### src/rtl/mse_batch_eval_if.sv
// mse_batch_eval_if: control, sample and result handshake bundle
// for the batch squared-error evaluation engine.
interface mse_batch_eval_if #(
   parameter int NUM_LANES = 2,
   parameter int DATA_WL   = 12,
   parameter int ACC_WL    = 64,
   parameter int CNT_WL    = 24
);
   localparam int LW = (NUM_LANES > 1) ? $clog2(NUM_LANES) : 1;

   logic                           start;
   logic [CNT_WL-1:0]              num_samples;
   logic [CNT_WL-1:0]              skip;
   logic                           in_valid;
   logic [NUM_LANES*DATA_WL-1:0]   data_in;
   logic [DATA_WL-1:0]             data_ref;
   logic                           busy;
   logic                           res_valid;
   logic                           res_ready;
   logic [LW-1:0]                  res_lane;
   logic [ACC_WL-1:0]              res_data;
   logic                           res_sat;
   logic                           done;

   modport master (
      output start, num_samples, skip, in_valid, data_in, data_ref,
      output res_ready,
      input  busy, res_valid, res_lane, res_data, res_sat, done
   );

   modport slave (
      input  start, num_samples, skip, in_valid, data_in, data_ref,
      input  res_ready,
      output busy, res_valid, res_lane, res_data, res_sat, done
   );
endinterface

### src/rtl/mse_batch_eval.sv
// mse_batch_eval: per-lane saturating sum of squared errors against a
// shared reference, with warm-up skip and lane-serial result readout.
module mse_batch_eval #(
   parameter int NUM_LANES = 2,
   parameter int DATA_WL   = 12,
   parameter int ACC_WL    = 64,
   parameter int CNT_WL    = 24
) (
   input  logic             clk,
   input  logic             rst,
   mse_batch_eval_if.slave  bus
);
   localparam int LW  = (NUM_LANES > 1) ? $clog2(NUM_LANES) : 1;
   localparam int DW  = DATA_WL + 1;
   localparam int SQW = 2 * DW;
   localparam int SW  = ((ACC_WL > SQW) ? ACC_WL : SQW) + 1;

   localparam logic [2:0] S_IDLE   = 3'd0;
   localparam logic [2:0] S_SKIP   = 3'd1;
   localparam logic [2:0] S_ACCUM  = 3'd2;
   localparam logic [2:0] S_DRAIN  = 3'd3;
   localparam logic [2:0] S_OUTPUT = 3'd4;

   logic [2:0]        state_q, state_d;
   logic [CNT_WL-1:0] cnt_q, cnt_d;
   logic [CNT_WL-1:0] skp_q, skp_d;
   logic [LW-1:0]     lane_q, lane_d;
   logic              drn_q, drn_d;
   logic              done_q, done_d;
   logic              inject, clr;
   logic              v1_q, v2_q;
   logic              out_v;

   logic signed [DW-1:0] diff_d [NUM_LANES];
   logic signed [DW-1:0] diff_q [NUM_LANES];
   logic [SQW-1:0]       sq_d   [NUM_LANES];
   logic [SQW-1:0]       sq_q   [NUM_LANES];
   logic [ACC_WL-1:0]    acc_d  [NUM_LANES];
   logic [ACC_WL-1:0]    acc_q  [NUM_LANES];
   logic [SW-1:0]        sum    [NUM_LANES];
   logic [NUM_LANES-1:0] sat_d, sat_q;

   always_comb begin
      state_d = state_q;
      cnt_d   = cnt_q;
      skp_d   = skp_q;
      lane_d  = lane_q;
      drn_d   = drn_q;
      done_d  = 1'b0;
      inject  = 1'b0;
      clr     = 1'b0;
      case (state_q)
         S_IDLE: begin
            if (bus.start) begin
               clr    = 1'b1;
               cnt_d  = bus.num_samples;
               skp_d  = bus.skip;
               lane_d = '0;
               if (bus.num_samples == '0)
                  state_d = S_OUTPUT;
               else if (bus.skip == '0)
                  state_d = S_ACCUM;
               else
                  state_d = S_SKIP;
            end
         end
         S_SKIP: begin
            if (bus.in_valid) begin
               skp_d = skp_q - CNT_WL'(1);
               if (skp_q == CNT_WL'(1))
                  state_d = S_ACCUM;
            end
         end
         S_ACCUM: begin
            if (bus.in_valid) begin
               inject = 1'b1;
               cnt_d  = cnt_q - CNT_WL'(1);
               if (cnt_q == CNT_WL'(1)) begin
                  state_d = S_DRAIN;
                  drn_d   = 1'b0;
               end
            end
         end
         S_DRAIN: begin
            drn_d = 1'b1;
            if (drn_q)
               state_d = S_OUTPUT;
         end
         S_OUTPUT: begin
            if (bus.res_ready) begin
               if (lane_q == LW'(NUM_LANES - 1)) begin
                  state_d = S_IDLE;
                  lane_d  = '0;
                  done_d  = 1'b1;
               end else begin
                  lane_d = lane_q + LW'(1);
               end
            end
         end
         default: state_d = S_IDLE;
      endcase
   end

   // Widened sum so the saturation test also covers ACC_WL narrower than sq.
   always_comb begin
      sat_d = sat_q;
      for (int k = 0; k < NUM_LANES; k++) begin
         diff_d[k] = DW'($signed(bus.data_in[k*DATA_WL +: DATA_WL]))
                   - DW'($signed(bus.data_ref));
         sq_d[k]   = $unsigned(SQW'(diff_q[k]) * SQW'(diff_q[k]));
         sum[k]    = SW'(acc_q[k]) + SW'(sq_q[k]);
         acc_d[k]  = acc_q[k];
         if (clr) begin
            acc_d[k] = '0;
            sat_d[k] = 1'b0;
         end else if (v2_q) begin
            if (sum[k][SW-1:ACC_WL] != '0) begin
               acc_d[k] = '1;
               sat_d[k] = 1'b1;
            end else begin
               acc_d[k] = sum[k][ACC_WL-1:0];
            end
         end
      end
   end

   always_ff @(posedge clk or posedge rst) begin
      if (rst) begin
         state_q <= S_IDLE;
         cnt_q   <= '0;
         skp_q   <= '0;
         lane_q  <= '0;
         drn_q   <= 1'b0;
         done_q  <= 1'b0;
         v1_q    <= 1'b0;
         v2_q    <= 1'b0;
         sat_q   <= '0;
         for (int k = 0; k < NUM_LANES; k++) begin
            diff_q[k] <= '0;
            sq_q[k]   <= '0;
            acc_q[k]  <= '0;
         end
      end else begin
         state_q <= state_d;
         cnt_q   <= cnt_d;
         skp_q   <= skp_d;
         lane_q  <= lane_d;
         drn_q   <= drn_d;
         done_q  <= done_d;
         v1_q    <= inject;
         v2_q    <= v1_q;
         sat_q   <= sat_d;
         acc_q   <= acc_d;
         if (inject) diff_q <= diff_d;
         if (v1_q)   sq_q   <= sq_d;
      end
   end

   assign out_v         = (state_q == S_OUTPUT);
   assign bus.busy      = (state_q != S_IDLE);
   assign bus.res_valid = out_v;
   assign bus.res_lane  = lane_q;
   assign bus.res_data  = out_v ? acc_q[lane_q] : '0;
   assign bus.res_sat   = out_v & sat_q[lane_q];
   assign bus.done      = done_q;
endmodule
### src/flat_wrapper.sv
// flat-port wrapper written by rule: the top's interface ports become plain ports
module mse_batch_eval_flat 
#(
   parameter int NUM_LANES = 2,
   parameter int DATA_WL   = 12,
   parameter int ACC_WL    = 64,
   parameter int CNT_WL    = 24
)
  (clk, rst, bus_start, bus_num_samples, bus_skip, bus_in_valid, bus_data_in, bus_data_ref, bus_res_ready, bus_busy, bus_res_valid, bus_res_lane, bus_res_data, bus_res_sat, bus_done);
  mse_batch_eval_if #(.NUM_LANES(NUM_LANES), .DATA_WL(DATA_WL), .ACC_WL(ACC_WL), .CNT_WL(CNT_WL)) bus_i ();
  input  logic clk;
  input  logic rst;
  input wire logic [$bits(bus_i.start)-1:0] bus_start;
  input wire logic [$bits(bus_i.num_samples)-1:0] bus_num_samples;
  input wire logic [$bits(bus_i.skip)-1:0] bus_skip;
  input wire logic [$bits(bus_i.in_valid)-1:0] bus_in_valid;
  input wire logic [$bits(bus_i.data_in)-1:0] bus_data_in;
  input wire logic [$bits(bus_i.data_ref)-1:0] bus_data_ref;
  input wire logic [$bits(bus_i.res_ready)-1:0] bus_res_ready;
  output wire logic [$bits(bus_i.busy)-1:0] bus_busy;
  output wire logic [$bits(bus_i.res_valid)-1:0] bus_res_valid;
  output wire logic [$bits(bus_i.res_lane)-1:0] bus_res_lane;
  output wire logic [$bits(bus_i.res_data)-1:0] bus_res_data;
  output wire logic [$bits(bus_i.res_sat)-1:0] bus_res_sat;
  output wire logic [$bits(bus_i.done)-1:0] bus_done;
  assign bus_i.start = bus_start;
  assign bus_i.num_samples = bus_num_samples;
  assign bus_i.skip = bus_skip;
  assign bus_i.in_valid = bus_in_valid;
  assign bus_i.data_in = bus_data_in;
  assign bus_i.data_ref = bus_data_ref;
  assign bus_i.res_ready = bus_res_ready;
  assign bus_busy = bus_i.busy;
  assign bus_res_valid = bus_i.res_valid;
  assign bus_res_lane = bus_i.res_lane;
  assign bus_res_data = bus_i.res_data;
  assign bus_res_sat = bus_i.res_sat;
  assign bus_done = bus_i.done;
  mse_batch_eval #(.NUM_LANES(NUM_LANES), .DATA_WL(DATA_WL), .ACC_WL(ACC_WL), .CNT_WL(CNT_WL)) u_core (.clk(clk), .rst(rst), .bus(bus_i));
endmodule
### config.mk
export PLATFORM = sky130hd
export DESIGN_NAME = mse_batch_eval_flat
export DESIGN_NICKNAME = d
export VERILOG_FILES = /design/src/rtl/mse_batch_eval_if.sv /design/src/rtl/mse_batch_eval.sv /design/src/flat_wrapper.sv
export SDC_FILE = /design/constraint.sdc
export NUM_CORES = 2
export LEC_CHECK = 0
export ABC_AREA = 1
export BUFFER_PORTS_ARGS = -buffer_cell sky130_fd_sc_hd__clkbuf_2
export CAP_MARGIN = 10
export CORE_AREA = 10 10 234 236
export CTS_CLUSTER_DIAMETER = 40
export DETAILED_ROUTE_END_ITERATION = 8
export DIE_AREA = 0 0 244 246
export PLACE_DENSITY = 0.82
export SLEW_MARGIN = 20
export SYNTH_ARGS = -nofsm -noshare
export SYNTH_HDL_FRONTEND = slang
export SYNTH_SLANG_ARGS = --single-unit
export TNS_END_PERCENT = 100
### constraint.sdc
create_clock -name clk -period 9.8 [get_ports clk]
set_input_delay 1.47 -clock clk [delete_from_list [all_inputs] [get_ports clk]]
set_output_delay 1.47 -clock clk [all_outputs]
set_load 0.01 [all_outputs]
# After elaboration in Yosys (flattened, before gate mapping)
# Index checks and enable logic that the tools add are counted.
[classes] n_addsub=7 multipliers=2 order_cmp=2 eq_ne=14 mux=49 bitwise=2 n_reduce_logical=18
[ops] op="$mux 64" n=10
[ops] op="$add 64x26->65" n=2
[ops] op="$mux 24" n=4
[ops] op="$pmux 24 s2" n=2
[ops] op="$mul 13x13->26" n=2
[ops] op="$eq 24x1->1 const B" n=2
[ops] op="$logic_not 24->1" n=2
[ops] op="$sub 24x1->24 const B" n=2
[ops] op="$mux 3" n=9
[ops] op="$sub 12x12->13" n=2
[ops] op="$mux 1" n=20
[ops] op="$pmux 3 s5" n=1
[ops] op="$reduce_bool 2->1" n=7
[ops] op="$reduce_and 3->1" n=4
[ops] op="$ne 2x1->1 const B" n=4
[ops] op="$ne 2x2->1 const B" n=4
[ops] op="$reduce_and 8->1" n=1
[ops] op="$eq 3x2->1 const B" n=2
[ops] op="$pmux 1 s2" n=2
[ops] op="$reduce_and 2->1" n=2
[ops] op="$eq 3x1->1 const B" n=1
[ops] op="$eq 3x3->1 const B" n=1
[ops] op="$logic_not 3->1" n=1
[ops] op="$reduce_bool 3->1" n=1
[ops] op="other kinds (6)" n=6
[totals] reg_bits=264 inputBits=89 output_inout_bits=69 elab_cells=110

# Depth between registers and ports, before layout
[logic_depth] depth_word=5 depth_mapped=25

# Worst setup path before layout
# OpenSTA, ideal clock, no wires.
[synth_timing] path_type="reg2reg" startpoint="reg u_core.diff_q[14] (netlist name)" endpoint="reg u_core.sq_q[49] (netlist name)" setup_ps=118 arrival_ps=5280 t_required_ps=9682 slack_ps=4402 path_stages_with_launch=21 path_buffers=2 path_cell_list="dfrtp_1 clkbuf_1 clkbuf_1 nand2_1 fa_1 fa_1 fa_1 inv_1 fa_1 inv_1 fa_1 inv_1 ha_1 ha_1 a21oi_1 o21ai_0 a21oi_1 nand3_1 or2_2 nand3_1 nand2_1"
[synth_via] elab_chain_len=1
[synth_lines] element="start: declaration" line_no="mse_batch_eval.sv:35" text="logic signed [DW-1:0] diff_q [NUM_LANES];"
[synth_lines] element="start signal: assignment" line_no="mse_batch_eval.sv:154" text="if (inject) diff_q <= diff_d;"
[synth_lines] element="$mul 13x13->26" line_no="mse_batch_eval.sv:110" text="sq_d[k] = $unsigned(SQW'(diff_q[k]) * SQW'(diff_q[k]));"
[synth_lines] element="end signal: assignment" line_no="mse_batch_eval.sv:155" text="if (v1_q) sq_q <= sq_d;"
[synth_lines] element="end: declaration" line_no="mse_batch_eval.sv:37" text="logic [SQW-1:0] sq_q [NUM_LANES];"
# No other way between the ends.
# A chain may end at the register's enable or synchronous reset.

# Worst setup path after layout
[layout_timing] startpoint="reg u_core.diff_q[25] (netlist name)" endpoint="reg u_core.sq_q[45] (netlist name)"
# Same word-level chain as after synthesis.

==> flow_summary.toml <==
[logic_synthesis]
ys_seq_elements = 262
yosys-top-cells-area = "dfrtp_1 (21%), fa_1 (18%), nand2_1 (15%)"
post_synth_instance_area_um2 = 31800
synth_edf_count = 0
synth_top_area_share_pct = 20.6
netlist-cell-type-count = 48
syn_inst = 4595
synth_flop_cell = "dfrtp_1"
synth_fp_nets = 5192
async_reset_ff_share_pct = 100
yosysTopAreaCell = "dfrtp_1"
yosysSeqAreaShare_pct = 20.6
synth-warning-count = 0
syn_area_per_cell_um2 = 6.92

[worst_setup_path]
cp-start-kind = "flip-flop"
crit_fanout = 19
crit_required_ns = 10.22
worstPathArrival_ns = 6.29
worst-setup-path-type = "reg2reg"
cp-end-kind = "flip-flop"
worst-r2r-cell-count = 18

[route]
wl_met2_um = 42800
avgViaCountPerCell = 5.67
wl_met1_um = 37900
vias = 30688
drtPass1Iterations = 6
wl_met3_um = 6960
route.detailed.drc = 0
ant_nets = 0
wl_per_cell_um = 17.2
dr.max_layer_used = "met5"
drt_iter0_drc = 2892
wl_um = 92800

[floorplan]
initial_utilization_pct = 63.8
core-area_um2 = 49900
dieHeight_um = 246
row_count = 82
ios = 158
chipWidth_um = 244
fp.dieArea_um2 = 60000

[cells_and_area]
diodes = 0
fin_cells = 5409
layout-drive-gt1-share_pct = 6.71
syn2layout_area_growth_pct = 9.18
layout.nets = 5295

[placement]
port_buffers = 157
place.gp.congestion = 1.01
dp_hpwl_um = 72700
place_inst = 5320

[sta]
fin_skew_ns = 0.0327
hold_viol = 0
setup_violations = 0
fin_crit_sh_pct = 59.9
tns_ns = 0
worst_pin_slew_ns = 0.983
max_freq_mhz = 170
rsz0062_at_grt = "false"
maxSlewViolCount = 0
min_period_ns = 5.88
relSlewSlack_pct = 34.2

[clock_network]
clkLatencyLatePin_ns = 0.60
postCtsSetupRepairBufs = 0
cts_sinks = 262
cts_root_buffer = "clkbuf_16"
post_cts_resized = 0
clockBufferDepth = 3
clk_pin_slew_ns = 0.06
cts_tree = "done"
htreeDepth = 2
ctsHoldBuffers = 0
numCtsBuffers = 48

[global_routing]
grt_max_degree = 86
grt-ovfl-total = 0
grt_pass1_wl_um = 152000
grt_usage_pct = 30.8
grt_pass1_vias = 29860
antenna_found_initial = 2

[job]
maxCapViolations = 0

[worst_hold_path]
hold_depth = 2
hold_path.class = "reg2reg"

[status]
outcome = "finished, final reports clean"
[critical path, cell delays in order, from the launching register on]
cell and delay [ns]:
dfrtp_1 0.76, inv_1 0.33, nor2_1 0.21, fa_1 0.46
fa_1 0.56, inv_1 0.06, fa_1 0.54, inv_1 0.06
fa_1 0.51, fa_1 0.52, ha_1 0.31, ha_1 0.37
nand2_1 0.13, nor2_1 0.16, nand2_1 0.09, o211ai_1 0.35
nand2_1 0.13, nand3_1 0.09, a31oi_1 0.08
[cells in the mapped netlist, types with 17 or more instances]
master,number
nand2_1,1306
inv_1,885
nand3_1,344
nor2_1,341
fa_1,288
dfrtp_1,262
ha_1,220
o21ai_0,199
a21oi_1,156
clkbuf_1,88
nor3_1,69
o22ai_1,66
nand4_1,60
o211ai_1,36
xor2_1,36
xnor2_1,31
or2_2,30
a31oi_1,20
buf_2,20
nand3b_1,18
o21bai_1,17
[layout by cell type (no fill, tap or decap), types with 15 or more instances in the layout]
master	instances
dfrtp_1	261
ha_1	220
o22ai_1	66
o21ai_0	199
nand2_1	1304
fa_1	288
nor2_1	341
nand3b_1	18
o211ai_1	36
or2_2	30
nor3_1	69
nand3_1	344
clkbuf_2	157
nand4_1	60
clkbuf_16	49
nor4_1	15
xnor2_1	31
inv_1	883
o21bai_1	17
a21oi_1	156
buf_4	18
xor2_1	36
a31oi_1	20
[per-layer routing]
| layer | global-route usage [%] | up-vias |
|---|---|---|
| met3 | 4.35 | 289 |
| met2 | 51.0 | 1355 |
| met1 | 38.9 | 14364 |
| met5 | 0 | - |
| li1 | - | 14678 |
| met4 | 16.0 | 2 |
[final timing paths]
check,start,to,slack (ns)
setup / recovery,u_core.diff_q[25],u_core.sq_q[45],3.92
hold / removal,u_core.sq_q[5],u_core.sq_q[5],0.49
setup reg to reg,u_core.diff_q[25],u_core.sq_q[45],3.92
hold reg to reg,u_core.sq_q[5],u_core.sq_q[5],0.49
max in group asynchronous,rst,u_core.v1_q,6.91
min in group asynchronous,rst,u_core.cnt_q[2],0.96
[layout make-up]
class	instances	area, um^2
fillers	4323	15100
clock inverters	36	375
repair buffers	175	921
multi-input cells	3315	21400
inverters	896	3370
well taps	672	841
clock buffers	53	1260
flip-flops and latches	262	6560
[logic make-up (layout without fill, tap and decap cells)]
family          Yosys count  in the layout  synth area share [%]
simple gates           2203           2203                  29.0
buf+inv                1018           1160                  12.1
compound gates          536            536                  9.57
fa+ha+maj               508            508                  26.8
flops                   262            262                  20.6
xor+xnor                 67             67                  1.85
mux                       1              1                0.0315
[per-stage QoR]
step                      util, %  setup WS (ns)  hold slack (ns)  cell area (um^2)
after floorplan                 -           1.12            0.398             31800
after global placement       66.3           4.06            0.464             33100
after detailed placement     66.3           3.95            0.476             33100
after CTS                    69.6           3.95            0.490             34700
after global routing         69.6           3.58            0.528             34700
final                        69.6           3.92            0.491             34700
[sequential cells by signal, indices dropped and copies added (netlist names)]
signal,count
u_core.acc_q,128
u_core.bus.done,1
u_core.bus.res_lane,1
u_core.cnt_q,24
u_core.diff_q,26
u_core.drn_q,1
u_core.sat_q,2
u_core.skp_q,24
u_core.sq_q,50
u_core.state_q,3
u_core.v1_q,1
u_core.v2_q,1
Power is not shown: default switching activity piles up to over one toggle a cycle in this logic, so the estimate is an artifact.
